--- src/rtl/serial_sub_to.sv ---
// Bit-serial 8-bit unsigned subtractor: one full-subtractor cell, LSB first, start/done handshake.
// Optional signed-overflow output is enabled by defining SERIAL_SUB_OVF_EN.
module serial_sub_to (
    input  logic       clk,
    input  logic       rst,
    input  logic       start,
    input  logic [7:0] in_1,
    input  logic [7:0] in_2,
    output logic       busy,
    output logic       done,
`ifdef SERIAL_SUB_OVF_EN
    output logic       ovf,
`endif
    output logic [8:0] out
);

    typedef enum logic [0:0] {
        IDLE = 1'b0,
        RUN  = 1'b1
    } state_t;

    state_t      state_q, state_d;
    logic [7:0]  a_q, a_d;
    logic [7:0]  b_q, b_d;
    logic        br_q, br_d;
    logic [2:0]  cnt_q, cnt_d;
    logic [7:0]  res_q, res_d;
    logic [8:0]  out_q, out_d;
    logic        busy_q, busy_d;
    logic        done_q, done_d;
    logic        d_s;
    logic        br_nx_s;
`ifdef SERIAL_SUB_OVF_EN
    logic        msb1_q, msb1_d;
    logic        msb2_q, msb2_d;
    logic        ovf_q, ovf_d;
`endif

    // State and datapath registers with synchronous reset
    always_ff @(posedge clk) begin
        if (rst) begin
            state_q <= IDLE;
            a_q     <= 8'h00;
            b_q     <= 8'h00;
            br_q    <= 1'b0;
            cnt_q   <= 3'd0;
            res_q   <= 8'h00;
            out_q   <= 9'h000;
            busy_q  <= 1'b0;
            done_q  <= 1'b0;
`ifdef SERIAL_SUB_OVF_EN
            msb1_q  <= 1'b0;
            msb2_q  <= 1'b0;
            ovf_q   <= 1'b0;
`endif
        end else begin
            state_q <= state_d;
            a_q     <= a_d;
            b_q     <= b_d;
            br_q    <= br_d;
            cnt_q   <= cnt_d;
            res_q   <= res_d;
            out_q   <= out_d;
            busy_q  <= busy_d;
            done_q  <= done_d;
`ifdef SERIAL_SUB_OVF_EN
            msb1_q  <= msb1_d;
            msb2_q  <= msb2_d;
            ovf_q   <= ovf_d;
`endif
        end
    end

    // Full-subtractor cell on the current LSBs
    always_comb begin
        d_s     = a_q[0] ^ b_q[0] ^ br_q;
        br_nx_s = (~a_q[0] & b_q[0]) | (~(a_q[0] ^ b_q[0]) & br_q);
    end

    // Next-state and datapath control
    always_comb begin
        state_d = state_q;
        a_d     = a_q;
        b_d     = b_q;
        br_d    = br_q;
        cnt_d   = cnt_q;
        res_d   = res_q;
        out_d   = out_q;
        busy_d  = busy_q;
        done_d  = 1'b0;
`ifdef SERIAL_SUB_OVF_EN
        msb1_d  = msb1_q;
        msb2_d  = msb2_q;
        ovf_d   = ovf_q;
`endif
        case (state_q)
            IDLE: begin
                if (start) begin
                    a_d     = in_1;
                    b_d     = in_2;
                    br_d    = 1'b0;
                    cnt_d   = 3'd0;
                    res_d   = 8'h00;
                    busy_d  = 1'b1;
                    state_d = RUN;
`ifdef SERIAL_SUB_OVF_EN
                    msb1_d  = in_1[7];
                    msb2_d  = in_2[7];
`endif
                end else begin
                    state_d = IDLE;
                end
            end
            RUN: begin
                a_d   = {1'b0, a_q[7:1]};
                b_d   = {1'b0, b_q[7:1]};
                br_d  = br_nx_s;
                res_d = {d_s, res_q[7:1]};
                cnt_d = cnt_q + 3'd1;
                // Last bit: publish the whole result at once so out never shows partials
                if (cnt_q == 3'd7) begin
                    out_d   = {br_nx_s, d_s, res_q[7:1]};
                    done_d  = 1'b1;
                    busy_d  = 1'b0;
                    state_d = IDLE;
`ifdef SERIAL_SUB_OVF_EN
                    ovf_d   = (msb1_q != msb2_q) && (d_s != msb1_q);
`endif
                end else begin
                    state_d = RUN;
                end
            end
            default: begin
                state_d = IDLE;
                busy_d  = 1'b0;
            end
        endcase
    end

    assign busy = busy_q;
    assign done = done_q;
    assign out  = out_q;
`ifdef SERIAL_SUB_OVF_EN
    assign ovf  = ovf_q;
`endif

endmodule

--- config.mk ---
export PLATFORM = sky130hd
export DESIGN_NAME = serial_sub_to
export DESIGN_NICKNAME = d
export VERILOG_FILES = /design/src/rtl/serial_sub_to.sv
export SDC_FILE = /design/constraint.sdc
export NUM_CORES = 1
export LEC_CHECK = 0
export CAP_MARGIN = 20
export CORE_MARGIN = 8
export CORE_UTILIZATION = 55
export DETAILED_ROUTE_END_ITERATION = 8
export GPL_ROUTABILITY_DRIVEN = 0
export GPL_TIMING_DRIVEN = 0
export PLACE_DENSITY_LB_ADDON = 0.08
export SLEW_MARGIN = 10
export SYNTH_ARGS = -nofsm -noshare
export SYNTH_HDL_FRONTEND = slang
export SYNTH_SLANG_ARGS = --single-unit
--- constraint.sdc ---
create_clock -name clk -period 4 [get_ports clk]
set_input_delay 0.8 -clock clk [delete_from_list [all_inputs] [get_ports clk]]
set_output_delay 0.8 -clock clk [all_outputs]
set_load 0.03 [all_outputs]
==> Word-level counts from Yosys, hierarchy flattened <==
Cells that the tools add are included.
{ "word_totals": {"reg_bits": 40, "inputBits": 19} }
{ "classes": {"n_addsub": 1, "eq_ne": 3, "muxes": 17, "bitwise": 8, "n_reduce_logical": 3} }
{ "op_table": {"columns": ["operator", "count"], "rows": [
  ["$pmux W8 S2", 3],
  ["$mux W8", 3],
  ["$mux W1", 6],
  ["$pmux W1 S2", 3],
  ["$pmux W3 S2", 1],
  ["$reduce_and A2 Y1", 2],
  ["$add A3 B1 Y3 const B", 1],
  ["$eq A3 B3 Y1 const B", 1],
  ["$mux W3", 1],
  ["$not A1 Y1", 3],
  ["$and A1 B1 Y1", 2],
  ["$ne A2 B1 Y1 const B", 1],
  ["$ne A2 B2 Y1 const B", 1],
  ["$reduce_or A2 Y1", 1],
  ["$xor A1 B1 Y1", 2],
  ["$or A1 B1 Y1", 1]
]} }

==> Logic depth before layout (Yosys ltp) <==
Gate-level depths: netlist of the first run.
{ "logic_depth": {"ltp_word": 5, "ltp_mapped": 6} }

==> Least setup slack after synthesis of the first run <==
No wires, ideal clock.
{ "synth_path": {"path_type": "input-to-reg", "from": "input start", "to": "register br_q", "arrival_ns": 1.501, "path_slack_ns": 2.428, "path_stages": 4, "n_path_buf": 2, "path_cell_list": "buf_6 buf_8 or3b_1 a21oi_1"} }
{ "synth_between": {"elab_chain_len": 1} }
{ "synth_lines": {"columns": ["element", "line_no", "text"], "rows": [
  ["start, declared", "6", "input logic start,"],
  ["$ne A2 B2 Y1 (no line)", null, null],
  ["end signal, assigned", "60", "br_q <= br_d;"],
  ["end, declared", "25", "logic br_q, br_d;"]
]} }
No other way between the ends.
A chain may end at the register's enable or synchronous reset.

==> Final worst setup path of the first run <==
{ "layout_path": {"from": "register out_q[8], in the netlist out[8]", "to": "output out[8]"} }
{ "layout_lines": {"columns": ["element", "line_no", "text"], "rows": [
  ["start, declared", "28", "logic [8:0] out_q, out_d;"],
  ["start signal, assigned", "63", "out_q <= out_d;"],
  ["end, declared", "14", "output logic [8:0] out"]
]} }
No word-level cell between the ends.

==> results.txt, run 1 <==
Power spread over the standard cell area amounts to 335.0 nW/um^2. In the post-route analysis, the smallest setup slack over all paths is 1.831 ns. The layout-stage area growth over the synthesis result came out at 20.51%.

The number of flops mapped to enable cells by yosys came out at 0. Global routing used 14.59% of the available tracks. The endpoint class of the critical path is an output port. The top achievable clock speed came out at 461.1 MHz. Post-CTS timing repair inserted 0 buffers for setup. The clock network burns 25.5% of the power.

The proportion of synthesized flip-flops having asynchronous set or reset came out at 0%. The area of the core region came out at 3003 um^2. The clock sink count came out at 39.

Setup violations remaining at the end of the flow were counted as 0. In this run the count of I/O pins placed on the die edge is 30. The via count of the first global-routing pass is 1400.

The number of rows in the core area came out at 20. The cell internal power dissipation is 0.0005191 W. The number of instances in the synthesized netlist came out at 174.

The quantity of gates resized following cts came out at 0. The tree is rooted in a sky130_fd_sc_hd__clkbuf_4. In this run the remaining antenna-violating nets after routing total 0.

After detailed routing, the number of remaining DRC violations is 0. The initial antenna violation count was 0. The worst min-delay path startpoint is res_q[6]. The peak supply drop came out at 0.0001982 V. The worst path required time is 3.20 ns. The worst setup path is launched from a flop. The global-route wire length before repair is 6099 um. The number of buffers and inverters on the critical path is 1. The total overflow left after global routing is 0.

The number of max-cap violations is 0. The combinational fraction of design power is 14.3%. The count of input and output buffers came out at 27. Across the routed clock network, the largest skew measured is 0.004903 ns.

The first detailed-routing pass took 4 iterations. Summing all placed instances gives a cell area of 2032 um^2. The synthesized cell area came out at 1720 um^2. The pin count of the biggest net entering global routing came out at 11.

The leakage power total is 0.7981 nW. The number of antenna diodes in the final layout is 0. The HPWL after detailed placement came out at 2605 um. The largest stage delay on the critical path is 0.67 ns. The floorplan die height came out at 71.93 um. For this run, the share of the core covered by cells in the final layout is 69.04%. The clock reaches the later pin of the worst-skew pair after 0.34 ns. The number of warnings printed during yosys synthesis is 0. The flow ran to the end, and the final reports show no timing, DRC or antenna violations. The number of different library cells in the post-synthesis netlist is 22. The cell area after layout came out at 2073 um^2. The share of total power dissipated in sequential elements is 60.2%. The slowest cell on the critical path is sky130_fd_sc_hd__clkdlybuf4s50_1.

The worst relative slew slack is 69.76%. The beginning of the worst register-to-register path is cnt_q[0]. The net total in the final layout is 231. The number of nets produced by synthesis is 197.

The synthesized flop and latch total is 39. The layout cell share with drive strength beyond 1 is 13.04%. The H-tree generated during clock tree synthesis spans 2 levels. Measured along the x axis, the die boundary spans 71.93 um. In the synthesized netlist the dominant register cell turns out to be sky130_fd_sc_hd__dfxtp_1.

The top cell family by delay on the critical path is buffers and inverters. After detailed routing, the average wire length per cell comes to 14.83 um. The slew at the pin closest to its max-slew limit is 0.4536 ns.

The proportion of synthesized chip area in sequential cells came out at 45.38%. The initial cell density of the core is 57.29%. The maximum buffer depth of the clock tree is 2. The count of pins over their slew limit came out at 0. Dividing the detail-routed via count by the number of cells gives 5.625.

At the placement stage, the worst setup path has a slack of 2.202 ns. The share of the clock period used by the worst path after layout came out at 54.22%. The net switching power is 0.0001754 W.

The peak fanout along the critical path is 2. The critical path is of the reg -> out type. For this block, the routed nets add up to 3559 um of wire. The register clock-pin slew on the reported worst setup and hold paths is 0.10 ns.

The number of hold buffers added after CTS was 0. The switching part of the total power came out at 25.26%. The arrival time reported for the critical path endpoint came out at 1.37 ns.

The synthesized area divided by synthesized cell count came out at 9.887 um^2. The final critical path time including I/O delays and setup is 2.169 ns. Setup repair after global routing left no endpoint under its margin.

The floorplan step defined a die boundary enclosing 5174 um^2. The min-delay analysis places its worst path in the category reg -> reg. The number of design-rule violations left by the first detailed-router iteration is 63. The number of failing hold endpoints at the final stage is 0.

Across all layers, the routed design uses 1350 vias. TritonCTS built the clock tree. The number of buffers inserted during clock tree synthesis came out at 5. After routing, the total negative slack on setup checks comes to 0 ns.

The critical path goes through clkdlybuf4s50_1. The most critical setup path has its startpoint at out[8].
[flip-flops by register name, summed over array words and instances, names as in the netlist]
register / flops
res_q: 7
a_q: 8
state_q: 1
br_q: 1
busy: 1
done: 1
b_q: 8
out: 9
cnt_q: 3
[logic make-up (layout without fill, tap and decap cells)]
family                   count (synthesis)  after routing  synth area share [%]
AND/OR/NAND/NOR                         50             50                 17.45
AO/OA/AOI/OAI                           46             46                 18.26
flip-flops                              39             39                 45.38
buffers and inverters                   19             52                 6.254
multiplexers                            16             16                 9.309
adder cells (fa/ha/maj)                  4              4                 3.346
[metal layers]
metal	track usage (%)	routed length [um]	vias up
li1	-	-	678
met1	16.95	1591	629
met2	24.60	1720	40
met3	5.647	221	3
met4	3.401	25	0
met5	0	0	-
[final timing paths]
| kind | to | slack (ns) | cells after the start |
|---|---|---|---|
| setup / recovery | out[8] | 1.83 | 1 |
| setup reg to reg | out[8] | 2.43 | 6 |
| hold / removal | res_q[5] | 0.47 | 2 |
| hold reg to reg | res_q[5] | 0.47 | 2 |
[cells in the mapped netlist (4+ instances only)]
master	n	area, um^2
sky130_fd_sc_hd__mux2i_1	16	160.2
sky130_fd_sc_hd__a21oi_1	22	110.1
sky130_fd_sc_hd__nand2b_1	4	25.02
sky130_fd_sc_hd__a21bo_2	9	90.09
sky130_fd_sc_hd__buf_2	8	40.04
sky130_fd_sc_hd__dfxtp_1	39	780.8
sky130_fd_sc_hd__nor2b_1	14	87.58
sky130_fd_sc_hd__nand3_1	8	40.04
sky130_fd_sc_hd__a211oi_1	14	105.1
sky130_fd_sc_hd__nand2_1	10	37.54
sky130_fd_sc_hd__or3b_1	9	78.83
[through the flow]
stage	instances	hold WS (ns)	total power (W)
CTS	240	0.4776	0.0007018
finish	240	0.4705	0.0006945
detailed placement	234	0.4623	0.0005262
floorplan	174	0.4390	0.0004900
global placement	234	0.4531	0.0005224
global route	240	0.4925	0.0007289
[power groups by stage]
stage | Combinational [W] | Sequential, W | Clock, W
6_report | 0.0000992 | 0.000418 | 0.000177
5_1_grt | 0.000110 | 0.000420 | 0.000198
4_1_cts | 0.0000998 | 0.000418 | 0.000184
3_5_place_dp | 0.0000991 | 0.000427 | 0
3_3_place_gp | 0.0000965 | 0.000426 | 0
2_1_floorplan | 0.0000647 | 0.000425 | 0
[layout make-up]
| class | instances | area, um^2 |
|---|---|---|
| Multi-Input combinational cell | 116 | 832.0 |
| Timing Repair Buffer | 27 | 270.3 |
| Inverter | 3 | 11.26 |
| Sequential cell | 39 | 780.7 |
| Tap cell | 33 | 41.29 |
| Buffer | 16 | 96.34 |
| Fill cell | 262 | 929.6 |
| Clock buffer | 6 | 41.29 |
[cell usage in the layout, fill, tap and decap left out]
master,n
sky130_fd_sc_hd__a211oi_1,14
sky130_fd_sc_hd__a21bo_2,9
sky130_fd_sc_hd__a21oi_1,22
sky130_fd_sc_hd__a311oi_1,1
sky130_fd_sc_hd__buf_1,2
sky130_fd_sc_hd__buf_2,8
sky130_fd_sc_hd__buf_6,2
sky130_fd_sc_hd__buf_8,1
sky130_fd_sc_hd__clkbuf_1,4
sky130_fd_sc_hd__clkbuf_4,5
sky130_fd_sc_hd__clkdlybuf4s50_1,27
sky130_fd_sc_hd__dfxtp_1,39
sky130_fd_sc_hd__fa_1,1
sky130_fd_sc_hd__ha_1,3
sky130_fd_sc_hd__inv_1,3
sky130_fd_sc_hd__mux2i_1,16
sky130_fd_sc_hd__nand2_1,10
sky130_fd_sc_hd__nand2b_1,4
sky130_fd_sc_hd__nand3_1,8
sky130_fd_sc_hd__nor2_1,1
sky130_fd_sc_hd__nor2b_1,14
sky130_fd_sc_hd__nor3_1,2
sky130_fd_sc_hd__or3b_1,9
sky130_fd_sc_hd__or3b_2,2
(Power assumes the default switching activity.)
==> inputs of run 2 (changes only) <==
--- a/config.mk
+++ b/config.mk
@@ -7,7 +7,7 @@
 export LEC_CHECK = 0
 export CAP_MARGIN = 20
 export CORE_MARGIN = 8
-export CORE_UTILIZATION = 55
+export CORE_UTILIZATION = 51
 export DETAILED_ROUTE_END_ITERATION = 8
 export GPL_ROUTABILITY_DRIVEN = 0
 export GPL_TIMING_DRIVEN = 0
==> constraint.sdc (replaced) <==
create_clock -name clk -period 2.05 [get_ports clk]
set_input_delay 0.41 -clock clk [delete_from_list [all_inputs] [get_ports clk]]
set_output_delay 0.41 -clock clk [all_outputs]
set_load 0.03 [all_outputs]
==> results.txt, run 2 (synthesis results as in run 1) <==
The total power consumption of the routed design came out at 0.001554 W. The die area is 5488 um^2. The layout cell share with drive strength beyond 1 is 14.35%. Setup violations remaining at the end of the flow were counted as 0. The initial cell density of the core is 52.38%. The final core area utilization is 64.99%. The buffers inserted during post-CTS setup optimization is 0. In this run the horizontal extent of the chip is 74.08 um. The cell at the root of the clock tree is sky130_fd_sc_hd__clkbuf_4. Using the TritonRoute via totals, the vias-per-cell ratio works out to 5.353.

The number of failing hold endpoints at the final stage came out at 0. For this design the static power due to leakage is 0.8221 nW. The slowest cell on the critical path is sky130_fd_sc_hd__clkdlybuf4s50_1. Clock-pin slew was measured on the worst setup and hold paths at 0.12 ns. The via count of the first global-routing pass came out at 1362. The clock sink count came out at 39. For this run, the slowest stage of the critical path takes 0.68 ns. The number of hold buffers added after cts came out at 0. The floorplan has 21 rows. The floorplan step defined a core boundary enclosing 3284 um^2. The count of pins over their slew limit came out at 0. The aggregate routed wire length is 3740 um.

The total number of vias came out at 1365. The floorplan die height is 74.08 um. Along the worst path, the maximum fanout reaches 2. Headroom to the max-slew limit came out at 68.96%. Dividing total power by cell area gives a power density of 728.1 nW/um^2. The net total in the final layout is 231. The run finished with clean final reports. The peak supply drop came out at 0.0004705 V. The kind of cell with the highest combined delay along the critical path is buffers and inverters. The number of max-cap violations came out at 0. The worst min-delay path category is in -> reg. The final critical path time including I/O delays and setup came out at 1.805 ns.

The pin count of the biggest net entering global routing came out at 13. The critical path is of the reg -> out type. The clock reaches the later pin of the worst-skew pair after 0.35 ns.

The multi-input combinational cell area is 832.0 um^2. The share of the clock period used by the worst path after layout is 88.03%. In this run the tool buffered the top-level ports with 27 buffer cells. The area growth from synthesis to layout is 24.07%. The maximum buffer depth of the clock tree came out at 2. The signal on the critical path passes through clkdlybuf4s50_1. Setup repair after global routing left no endpoint under its margin.

The number of filler cells placed in the layout came out at 310. The CTS tree is built. The number of buffers inserted during clock tree synthesis is 5. The quantity of gates resized following cts came out at 0. The repair_antennas step left the layout with diodes totalling 0. The worst path required time is 1.64 ns. The final sum of negative setup slack came out at 0 ns. The first-pass iteration count of the detailed router is 4.

The post-route worst hold slack is 0.3571 ns. The arrival time reported for the critical path endpoint is 1.39 ns. Counting both buffers and inverters, the worst setup path holds a total of 1. The detail route stage leaves a number of antenna-violating nets equal to 0. The storage element area came out at 780.7 um^2. The worst setup path is launched from a flop. In the final routed layout, each cell accounts on average for 14.67 um.

The worst setup path is captured at an output port. The HPWL after detailed placement is 2656 um. The number of remaining DRC errors is 0. The overflow left after global routing came out at 0. The initial antenna violation count came out at 0. The number of design-rule violations left by the first detailed-router iteration came out at 65. At the pin with the least slew margin, the transition time is 0.4657 ns. The first global-routing pass estimated 6196 um of wire. 30 I/O pins were placed. Clock skew on the completed layout was measured at 0.01377 ns.

The flip-flop count of the largest register after layout is 9. The H-tree depth came out at 2. Static timing analysis puts the maximum clock frequency at 554.1 MHz.

Global routing used 14.51% of the available tracks. The most common cell after layout, fill and taps aside is sky130_fd_sc_hd__dfxtp_1. In the layout the commonest cells are sky130_fd_sc_hd__dfxtp_1, sky130_fd_sc_hd__clkdlybuf4s50_1, sky130_fd_sc_hd__a21oi_1.
[run 2: cell types whose count changed in the layout (fill, tap and decap cells not counted), sizes merged]
| cell | delta |
|---|---|
| bufinv | +1 |
| clkinv | +1 |
[run 2: power by group]
group	switching, W	leakage (nW)	internal (W)
combinational	0.0000975	0.455	0.0000969
clock	0.000255	0.0482	0.000288
sequential	0.0000216	0.319	0.000794
[run 2: final cells by class]
class                      instances  area share, %
buffer                            16          4.513
clock buffer                       6          2.403
clock inverter                     2          1.641
inverter                           3         0.5275
multi-input combinational        116          38.98
sequential                        39          36.58
tap                               46          2.696
timing repair buffer              27          12.66
[run 2: per-layer routing]
| layer | vias up | wire length, um | global-route usage [%] |
|---|---|---|---|
| met3 | 6 | 202 | 4.987 |
| li1 | 679 | - | - |
| met2 | 34 | 1878 | 24.90 |
| met4 | 0 | 46 | 3.991 |
| met5 | - | 0 | 0 |
| met1 | 646 | 1613 | 16.60 |
[run 2: path summary, 6_finish.rpt]
kind                                from  endpoint  slack (ns)  cells past startpoint
worst max-delay path              out[7]    out[7]        0.25                      1
worst min-delay path                 rst    b_q[6]        0.36                      2
worst max register to register  cnt_q[0]    out[8]        0.44                      6
worst min register to register  res_q[7]  res_q[6]        0.48                      2
[run 2: stage by stage]
| step | setup WS [ns] | std cells | area [um^2] |
|---|---|---|---|
| floorplan | 0.7106 | 174 | 1720 |
| global placement | 0.5738 | 247 | 2048 |
| detailed placement | 0.5304 | 247 | 2048 |
| CTS | 0.2346 | 255 | 2135 |
| global route | 0.2076 | 255 | 2135 |
| finish | 0.2454 | 255 | 2135 |
